## src/rtl/z80_bus_bridge.sv

```systemverilog
// Z80 strobe-to-handshake bridge: synchronizes the CPU control strobes and turns each
// CPU bus cycle into exactly one req/ack transaction on a memory or I/O port.
module z80_bus_bridge #(
    parameter int          SYNC_STAGES = 2,
    parameter int          TIMEOUT     = 15,
    parameter logic [7:0]  IM_VECTOR   = 8'hFF
) (
    input  logic        clock,
    input  logic        reset,
    input  logic [15:0] z_a,
    input  logic [7:0]  z_d_in,
    output logic [7:0]  z_d_out,
    output logic        z_d_oe,
    input  logic        z_nmreq,
    input  logic        z_niorq,
    input  logic        z_nrd,
    input  logic        z_nwr,
    input  logic        z_nm1,
    input  logic        z_nrfsh,
    output logic        z_nwait,
    output logic        mem_req,
    output logic        mem_we,
    output logic [15:0] mem_addr,
    output logic [7:0]  mem_wdata,
    input  logic        mem_ack,
    input  logic [7:0]  mem_rdata,
    output logic        io_req,
    output logic        io_we,
    output logic [15:0] io_addr,
    output logic [7:0]  io_wdata,
    input  logic        io_ack,
    input  logic [7:0]  io_rdata,
    output logic        bus_err,
    output logic [1:0]  o_dbg_state
);

    // Handshake: req is a level held until the single-cycle ack of that same port is
    // sampled; req is low the cycle after; acks seen outside REQ or on the idle port are dropped.
    typedef enum logic [1:0] {
        ST_IDLE = 2'd0,
        ST_REQ  = 2'd1,
        ST_HOLD = 2'd2
    } state_t;

    localparam logic [7:0] LP_LAST = 8'(TIMEOUT - 1);

    state_t      r_state;
    state_t      w_state_nxt;
    logic [5:0]  r_sync [SYNC_STAGES];
    logic [7:0]  r_cnt;
    logic [15:0] r_addr;
    logic [7:0]  r_wdata;
    logic [7:0]  r_d_out;
    logic        r_we;
    logic        r_is_rd;
    logic        r_is_inta;
    logic        r_mem_req;
    logic        r_io_req;
    logic        r_nwait;
    logic        r_bus_err;

    logic w_nmreq, w_niorq, w_nrd, w_nwr, w_nm1, w_nrfsh;
    logic w_inta, w_memwr, w_memrd, w_iowr, w_iord, w_any, w_bus_idle;
    logic w_cls_io, w_cls_we, w_sel_ack;
    logic w_start, w_inta_hit, w_ack, w_timeout;

    // Only the strobes are synchronized; address and data are stable once a strobe is seen.
    always_ff @(posedge clock) begin
        if (reset) begin
            for (int i = 0; i < SYNC_STAGES; i++) r_sync[i] <= '1;
        end else begin
            r_sync[0] <= {z_nmreq, z_niorq, z_nrd, z_nwr, z_nm1, z_nrfsh};
            for (int i = 1; i < SYNC_STAGES; i++) r_sync[i] <= r_sync[i-1];
        end
    end

    assign {w_nmreq, w_niorq, w_nrd, w_nwr, w_nm1, w_nrfsh} = r_sync[SYNC_STAGES-1];

    assign w_inta     = !w_niorq && !w_nm1;
    assign w_memwr    = !w_nmreq && !w_nwr;
    assign w_memrd    = !w_nmreq && !w_nrd && w_nrfsh;
    assign w_iowr     = !w_niorq && !w_nwr;
    assign w_iord     = !w_niorq && !w_nrd && w_nm1;
    assign w_any      = w_memwr || w_memrd || w_iowr || w_iord;
    assign w_bus_idle = w_nmreq && w_niorq && w_nrd && w_nwr;
    assign w_cls_io   = !(w_memwr || w_memrd);
    assign w_cls_we   = w_memwr || (w_cls_io && w_iowr);
    assign w_sel_ack  = (r_mem_req && mem_ack) || (r_io_req && io_ack);

    always_ff @(posedge clock) begin
        if (reset) r_state <= ST_IDLE;
        else       r_state <= w_state_nxt;
    end

    always_comb begin
        w_state_nxt = r_state;
        w_start     = 1'b0;
        w_inta_hit  = 1'b0;
        w_ack       = 1'b0;
        w_timeout   = 1'b0;
        case (r_state)
            ST_IDLE: begin
                if (w_inta) begin
                    w_state_nxt = ST_HOLD;
                    w_inta_hit  = 1'b1;
                end else if (w_any) begin
                    w_state_nxt = ST_REQ;
                    w_start     = 1'b1;
                end
            end
            ST_REQ: begin
                // Ack is tested first so an ack in the final counted cycle wins over timeout.
                if (w_sel_ack) begin
                    w_state_nxt = ST_HOLD;
                    w_ack       = 1'b1;
                end else if (r_cnt >= LP_LAST) begin
                    w_state_nxt = ST_HOLD;
                    w_timeout   = 1'b1;
                end
            end
            ST_HOLD: begin
                if (w_bus_idle) w_state_nxt = ST_IDLE;
            end
            default: w_state_nxt = ST_IDLE;
        endcase
    end

    always_ff @(posedge clock) begin
        if (reset) begin
            r_cnt     <= 8'd0;
            r_addr    <= 16'd0;
            r_wdata   <= 8'd0;
            r_d_out   <= 8'd0;
            r_we      <= 1'b0;
            r_is_rd   <= 1'b0;
            r_is_inta <= 1'b0;
            r_mem_req <= 1'b0;
            r_io_req  <= 1'b0;
            r_nwait   <= 1'b1;
            r_bus_err <= 1'b0;
        end else begin
            r_bus_err <= 1'b0;
            if (w_start) begin
                r_addr    <= z_a;
                r_wdata   <= z_d_in;
                r_we      <= w_cls_we;
                r_is_rd   <= !w_cls_we;
                r_is_inta <= 1'b0;
                r_cnt     <= 8'd0;
                r_mem_req <= !w_cls_io;
                r_io_req  <= w_cls_io;
                r_nwait   <= 1'b0;
            end
            if (w_inta_hit) begin
                r_d_out   <= IM_VECTOR;
                r_is_inta <= 1'b1;
                r_is_rd   <= 1'b0;
            end
            if (r_state == ST_REQ && !w_ack && !w_timeout) r_cnt <= r_cnt + 8'd1;
            if (w_ack || w_timeout) begin
                r_mem_req <= 1'b0;
                r_io_req  <= 1'b0;
                r_nwait   <= 1'b1;
            end
            if (w_ack && r_is_rd) r_d_out <= r_io_req ? io_rdata : mem_rdata;
            if (w_timeout) begin
                r_d_out   <= 8'hFF;
                r_bus_err <= 1'b1;
            end
        end
    end

    assign z_d_oe = (r_state == ST_HOLD) &&
                    ((r_is_rd && !w_nrd) || (r_is_inta && !w_niorq));

    assign z_d_out     = r_d_out;
    assign z_nwait     = r_nwait;
    assign mem_req     = r_mem_req;
    assign mem_we      = r_we;
    assign mem_addr    = r_addr;
    assign mem_wdata   = r_wdata;
    assign io_req      = r_io_req;
    assign io_we       = r_we;
    assign io_addr     = r_addr;
    assign io_wdata    = r_wdata;
    assign bus_err     = r_bus_err;
    assign o_dbg_state = r_state;

endmodule

```

## config.mk

```make
export PLATFORM = sky130hd
export DESIGN_NAME = z80_bus_bridge
export DESIGN_NICKNAME = d
export VERILOG_FILES = /design/src/rtl/z80_bus_bridge.sv
export SDC_FILE = /design/constraint.sdc
export NUM_CORES = 1
export LEC_CHECK = 0
export CAP_MARGIN = 20
export CORE_UTILIZATION = 40
export DETAILED_ROUTE_END_ITERATION = 12
export HOLD_SLACK_MARGIN = 0.08
export MAX_ROUTING_LAYER = met4
export PLACE_DENSITY = 0.76
export SLEW_MARGIN = 5
export SYNTH_ARGS = -nofsm -noshare
export SYNTH_HDL_FRONTEND = slang
export SYNTH_SLANG_ARGS = --single-unit
```

## constraint.sdc

```tcl
create_clock -name clock -period 1.8 [get_ports clock]
set_input_delay 0.36 -clock clock [delete_from_list [all_inputs] [get_ports clock]]
set_output_delay 0.36 -clock clock [all_outputs]
set_load 0.02 [all_outputs]
```

==> impl_metrics.toml, run 1 <==
[timing]
setup_viol = 0
finClkSkew_ns = 0.00915
tns_ns = 0
fin_crit_sh_pct = 96.4
worst_pin_slew_ns = 0.472
final-hold-violation-count = 0
rsz0062_at_grt = "no"
layout_setup_ws_ns = 0.0652
relSlewSlack_pct = 68.3
slew_viol_final = 0
max_clock_freq_mhz = 576
period_needed_ns = 1.73

[clocking]
clk_pin_slew_worst_paths_ns = 0.07
cts-buffers-inserted = 9
cts_root_buffer = "clkbuf_8"
cts-hold-fix-buffers = 0
htree_levels = 3
clock_latency_ns = 0.33
clock_sinks = 61
clk_path_buf_depth = 2
cts_tree = "yes"

[synthesis]
synth_ff_type = "dfxtp_1"
synth-seq-cells = 61
synth_top_area_cell = "dfxtp_1"
yosysUniqueCellTypes = 40
synth_top_cells_by_area = "dfxtp_1, nand2b_1, mux2i_1"
synth_cells = 285
syn_area_per_cell_sq_um = 9.95
synth_nets = 337
ys_async_sr_fraction_pct = 0
synth_edf_count = 0
syn_area_sq_um = 2840
ys_seq_area_share_pct = 43.1
netlist.area_leader.share_pct = 43.1
yosys_warnings = 0

[power]
power.share.sequential_pct = 44.8
power_leakage_nw = 1.46
ir_drop_mv = 0.425
internal_power_mw = 2.43
power_frac_comb_pct = 11.9
powerDensity_nw_per_um2 = 754
clkPwrFrac_pct = 43.3
switchingPower_mw = 0.715
swShare_pct = 22.7

[setup_path]
worstSetupPathType = "flop to output pin"
arrival_ns = 1.37
required_ns = 1.44
cp_slowest_stage_delay_ns = 0.64
path_delay_family = "buffers and inverters"
cp-end-kind = "output pin"
critical_path_buf_inv_count = 1
critical_path.max_fanout = 3
path_cells = "clkdlybuf4s50_1"
worstSetupStartpointType = "flop"
cp_slowest_cell = "clkdlybuf4s50_1"

[placement]
place_ws_ns = -0.156
place_congestion = 0.754
portBuffers = 114
dp.final_hpwl_um = 4560
place_area_sq_um = 3940

[route]
wire_per_inst_um = 12.8
drt_iter0_drc = 108
drc = 0
drt-total-wl_um = 6230
drtPass1Iterations = 4
drtAntennaViolNets = 0
via_per_inst = 4.68
vias = 2268

[global_route]
grtUsageMet2_pct = 28.3
antenna_found_initial = 0
grt.overflow.total = 0
use_met3_pct = 2.67
grt_busiest_layer = "met2"
grt_usage_pct = 17.1
grt_max_degree = 34
use_met1_pct = 20.8
grt_pass1_wl_um = 9660
first_global_vias = 2080

[floorplanning]
core-area_sq_um = 6830
dieArea_sq_um = 7430
num_rows = 30
die_h_um = 86.2
initial_utilization_pct = 41.5
die_x_um = 86.2
io_pins = 115

[layout]
area_growth_pct = 47.2
fillCellCount = 591
final_cell_area_sq_um = 4180
nets = 436
seqCellArea_sq_um = 1220
multi_input_area_sq_um = 1310
n_antenna_cell = 0
drive_gt1_share_pct = 13.9

[worst_hold_path]
hp-class = "flop to flop"

[outcome]
outcome = "finished, final reports clean"

[flow_run]
cap_viol_max_count = 0
cell type report:
class,instances,area share (%)
sequential,61,29.3
clock inverter,5,2.01
clock buffer,11,3.39
tap,96,2.88
timing repair buffer,129,30.2
inverter,11,0.989
multi-input combinational,172,31.3
synthesized netlist by cell type (2+ instances only):
cell type and instances:
a211oi_1 4, nand2b_1 63, nand3b_1 3, buf_4 28, o21ai_0 6, nor2_1 3
o21a_1 2, nand2_1 3, or2_2 13, ha_1 2, nor3b_1 3, nor3_1 3
dfxtp_1 61, inv_1 11, mux2i_1 32, a211o_1 2, a21oi_1 5, a221oi_1 8
nand3_1 2, buf_2 2, clkbuf_1 10
worst register-to-register path: cells and delay by family, from the launching register on:
kind            cells  cell delay, ns
simple gates        2            0.62
flops               1            0.37
compound gates      2            0.24
buf+inv             2            0.22
fa+ha+maj           1            0.20
final timing paths:
kind	startpoint	endpoint	slack [ns]	depth (start not counted)
max	mem_req$_SDFFE_PP0P_	mem_req	0.07	1
min	r_sync[0][5]$_SDFF_PP1_	r_sync[0][11]$_SDFF_PP1_	0.41	1
max reg2reg	r_cnt[0]$_SDFFE_PP0P_	r_cnt[4]$_SDFFE_PP0P_	0.10	7
min reg2reg	r_sync[0][5]$_SDFF_PP1_	r_sync[0][11]$_SDFF_PP1_	0.41	1
cells in the final DEF, fill, tap and decap left out, types with 2 or more instances in the layout:
| cell | n |
|---|---|
| bufinv_16 | 2 |
| nor3b_1 | 3 |
| nand2_1 | 3 |
| o21ai_0 | 6 |
| clkinvlp_4 | 2 |
| clkdlybuf4s50_1 | 111 |
| inv_1 | 11 |
| nand2b_1 | 63 |
| ha_1 | 2 |
| nand3_1 | 2 |
| or2_2 | 13 |
| a211oi_1 | 4 |
| nor2_1 | 3 |
| a221oi_1 | 8 |
| a211o_1 | 2 |
| buf_4 | 14 |
| clkbuf_8 | 10 |
| dfxtp_1 | 60 |
| mux2i_1 | 32 |
| nand3b_1 | 3 |
| nor3_1 | 3 |
| a21oi_1 | 5 |
layer usage:
metal	wire, um	share of wire (%)
met1	2670	43
met2	3210	51
met3	297	4.8
met4	54	0.87
met5	0	0
kinds of logic (layout without fill, tap and decap cells):
| family | count (synthesis) | in the layout | synth area share (%) |
|---|---|---|---|
| flip-flops | 61 | 61 | 43.1 |
| adder cells (fa/ha/maj) | 2 | 2 | 0.882 |
| AND/OR/NAND/NOR | 101 | 101 | 23.7 |
| buffers and inverters | 52 | 156 | 10.9 |
| multiplexers | 32 | 32 | 11.3 |
| AO/OA/AOI/OAI | 37 | 37 | 10.1 |
power groups by stage:
stage | sequential, mW | clock (mW) | combinational, mW
2_1_floorplan | 1.46 | 0 | 0.169
3_3_place_gp | 1.44 | 0 | 0.370
3_5_place_dp | 1.44 | 0 | 0.377
4_1_cts | 1.41 | 1.39 | 0.378
5_1_grt | 1.41 | 1.45 | 0.402
6_report | 1.41 | 1.36 | 0.374
registers in the layout, indices dropped and copies added, names as in the netlist:
signal	flops
r_sync	12
z_d_out	8
io_req	1
io_wdata	8
r_cnt	8
o_dbg_state	2
io_addr	16
io_we	1
bus_err	1
r_is_inta	1
z_nwait	1
mem_req	1
r_is_rd	1
stage by stage:
stage               utilization [%]  power (mW)  hold WS (ns)  instances
global placement               57.7        1.81         0.391        468
global route                   61.1        3.27         0.421        485
finish                         61.1        3.15         0.409        485
floorplan                         -        1.63         0.389        285
detailed placement             57.7        1.82         0.393        468
CTS                            61.0        3.18         0.411        484
timing repair:
item | 4_1_cts | 5_1_grt
buffers inserted | 0 | 1
setup endpoints to repair | 7 | 9
gates resized for setup | 2 | 2
pin swaps | 1 | 2
(Power assumes the default switching activity.)
==> run 2: changes to the inputs <==
--- a/config.mk
+++ b/config.mk
@@ -5,11 +5,11 @@
 export SDC_FILE = /design/constraint.sdc
 export NUM_CORES = 1
 export LEC_CHECK = 0
+export ABC_CLOCK_PERIOD_IN_PS = 1800
 export CAP_MARGIN = 20
 export CORE_UTILIZATION = 40
 export DETAILED_ROUTE_END_ITERATION = 12
 export HOLD_SLACK_MARGIN = 0.08
-export MAX_ROUTING_LAYER = met4
 export PLACE_DENSITY = 0.76
 export SLEW_MARGIN = 5
 export SYNTH_ARGS = -nofsm -noshare
==> run 2 against run 1 <==
  * Non-clock buffer count stayed put
  * Critical path depth unchanged
  * Die area did not move
  * Register-to-register slack barely moved
  * Combinational power about the same
  * Worst setup slack gained 0.0054 ns
  * Core utilization unchanged
  * Global-route usage shrank 0.50 points
  * Sequential power hardly changed
  * Worst hold slack barely moved
  * Power decreased by 0.23%
  * Routed wire length fell by 0.27%
  * Highest routed layer unchanged
==> impl_metrics.toml, run 2 (same netlist as run 1, synthesis figures left out) <==
[setup_path]
reg2reg_slack_ns = 0.10
cp-end-kind = "output pin"
r2r_cells = 7
cp_slowest_cell = "clkdlybuf4s50_1"
critical_path_buf_inv_count = 1
worstSetupStartpointType = "flop"
required_ns = 1.44
timing.rr.end = "r_cnt[4]$_SDFFE_PP0P_"
cp_slowest_stage_delay_ns = 0.64
critical_path.max_fanout = 3
path_cells = "clkdlybuf4s50_1"
path_delay_family = "buffers and inverters"
r2r_start = "r_cnt[0]$_SDFFE_PP0P_"
worstSetupPathType = "flop to output pin"
arrival_ns = 1.37

[outcome]
outcome = "finished, final reports clean"

[timing]
layout_setup_ws_ns = 0.0706
fin_crit_sh_pct = 96.1
rsz0062_at_grt = "no"
final-hold-violation-count = 0
finClkSkew_ns = 0.00884
worst_pin_slew_ns = 0.472
slew_viol_final = 0
tns_ns = 0
period_needed_ns = 1.73
setup_viol = 0
max_clock_freq_mhz = 578
relSlewSlack_pct = 68.4

[route]
vias = 2259
drt_iter0_drc = 90
wire_per_inst_um = 12.8
drtAntennaViolNets = 0
drt-total-wl_um = 6210
via_per_inst = 4.66
drtPass1Iterations = 5
drc = 0

[floorplanning]
io_pins = 115
num_rows = 30
dieArea_sq_um = 7430
die_h_um = 86.2
die_x_um = 86.2
initial_utilization_pct = 41.5
core-area_sq_um = 6830

[placement]
dp.final_hpwl_um = 4560
place_ws_ns = -0.156
place_congestion = 0.745
portBuffers = 114

[global_route]
use_met1_pct = 20.8
first_global_vias = 2090
grt_busiest_layer = "met2"
grtUsageMet2_pct = 28.3
grt_pass1_wl_um = 9660
grt.overflow.total = 0
grt_max_degree = 34
grt_usage_pct = 16.6
antenna_found_initial = 0
use_met3_pct = 2.67

[clocking]
cts-buffers-inserted = 9
clk_path_buf_depth = 2
cts_tree = "yes"
clk_pin_slew_worst_paths_ns = 0.07
cts_root_buffer = "clkbuf_8"
clock_latency_ns = 0.33
clock_sinks = 61
htree_levels = 3

[power]
ir_drop_mv = 0.425
power_leakage_nw = 1.46
fin_total_pwr_mw = 3.14
powerDensity_nw_per_um2 = 752

[layout]
nets = 436
area_growth_pct = 47.2
final_common_cell = "clkdlybuf4s50_1"
drive_gt1_share_pct = 13.9
mostFrequentLayoutCells = "clkdlybuf4s50_1, nand2b_1, dfxtp_1"
fillCellCount = 591
largest_reg_flops = 16
n_antenna_cell = 0

[worst_hold_path]
hold_path_end = "r_sync[0][11]$_SDFF_PP1_"
hold_path_depth = 1
hp-class = "flop to flop"
holdCritStartpoint = "r_sync[0][5]$_SDFF_PP1_"

[flow_run]
cap_viol_max_count = 0
run 2: cell counts in the layout (fill, tap and decap cells not counted):
No cell type changed its count.
run 2: routing by layer:
metal	wire [um]	part of all wire, %
met4	68	1.1
met5	0	0
met3	291	4.7
met2	3210	52
met1	2650	43
run 2: worst max-delay path by stage:
stage	cells past startpoint	start	to	slack (ns)
2_1_floorplan	5	io_req$_SDFFE_PP0P_	r_cnt[4]$_SDFFE_PP0P_	0.16
5_1_grt	7	r_cnt[0]$_SDFFE_PP0P_	z_d_out[7]$_SDFFE_PP0P_	0.003
3_3_place_gp	5	mem_ack	r_cnt[4]$_SDFFE_PP0P_	-0.08
6_report	1	mem_req$_SDFFE_PP0P_	mem_req	0.07
3_5_place_dp	6	mem_ack	z_d_out[4]$_SDFFE_PP0P_	-0.16
4_1_cts	3	o_dbg_state[1]$_SDFFE_PP0P_	z_d_oe	0.02
run 2: final cells by class:
type	instances	area (sq um)	share of cell area (%)
inverter	11	41.3	0.989
clock inverter	5	83.8	2.01
sequential	61	1220	29.3
clock buffer	11	141	3.39
multi-input combinational	172	1310	31.3
timing repair buffer	129	1260	30.2
tap	96	120	2.88
run 2: report_power, final:
group          internal (mW)  leakage, nW  switching [mW]
sequential              1.38        0.496          0.0262
clock                  0.820        0.106           0.535
combinational          0.228        0.859           0.146
run 2: metrics by stage:
step | instances | hold slack, ns | instance area (sq um) | utilization, %
after global routing | 485 | 0.421 | 4180 | 61.1
after floorplan | 285 | 0.389 | 2840 | -
after global placement | 468 | 0.391 | 3940 | 57.7
final | 485 | 0.409 | 4180 | 61.1
after detailed placement | 468 | 0.393 | 3940 | 57.7
after CTS | 484 | 0.411 | 4170 | 61.0
run 2: what timing repair did:
item                                    4_1_cts  5_1_grt
setup buffers                                 0        1
resized for setup                             2        2
pin swaps                                     1        2
endpoints found under the setup margin        7        9
hold buffers                                  0        0
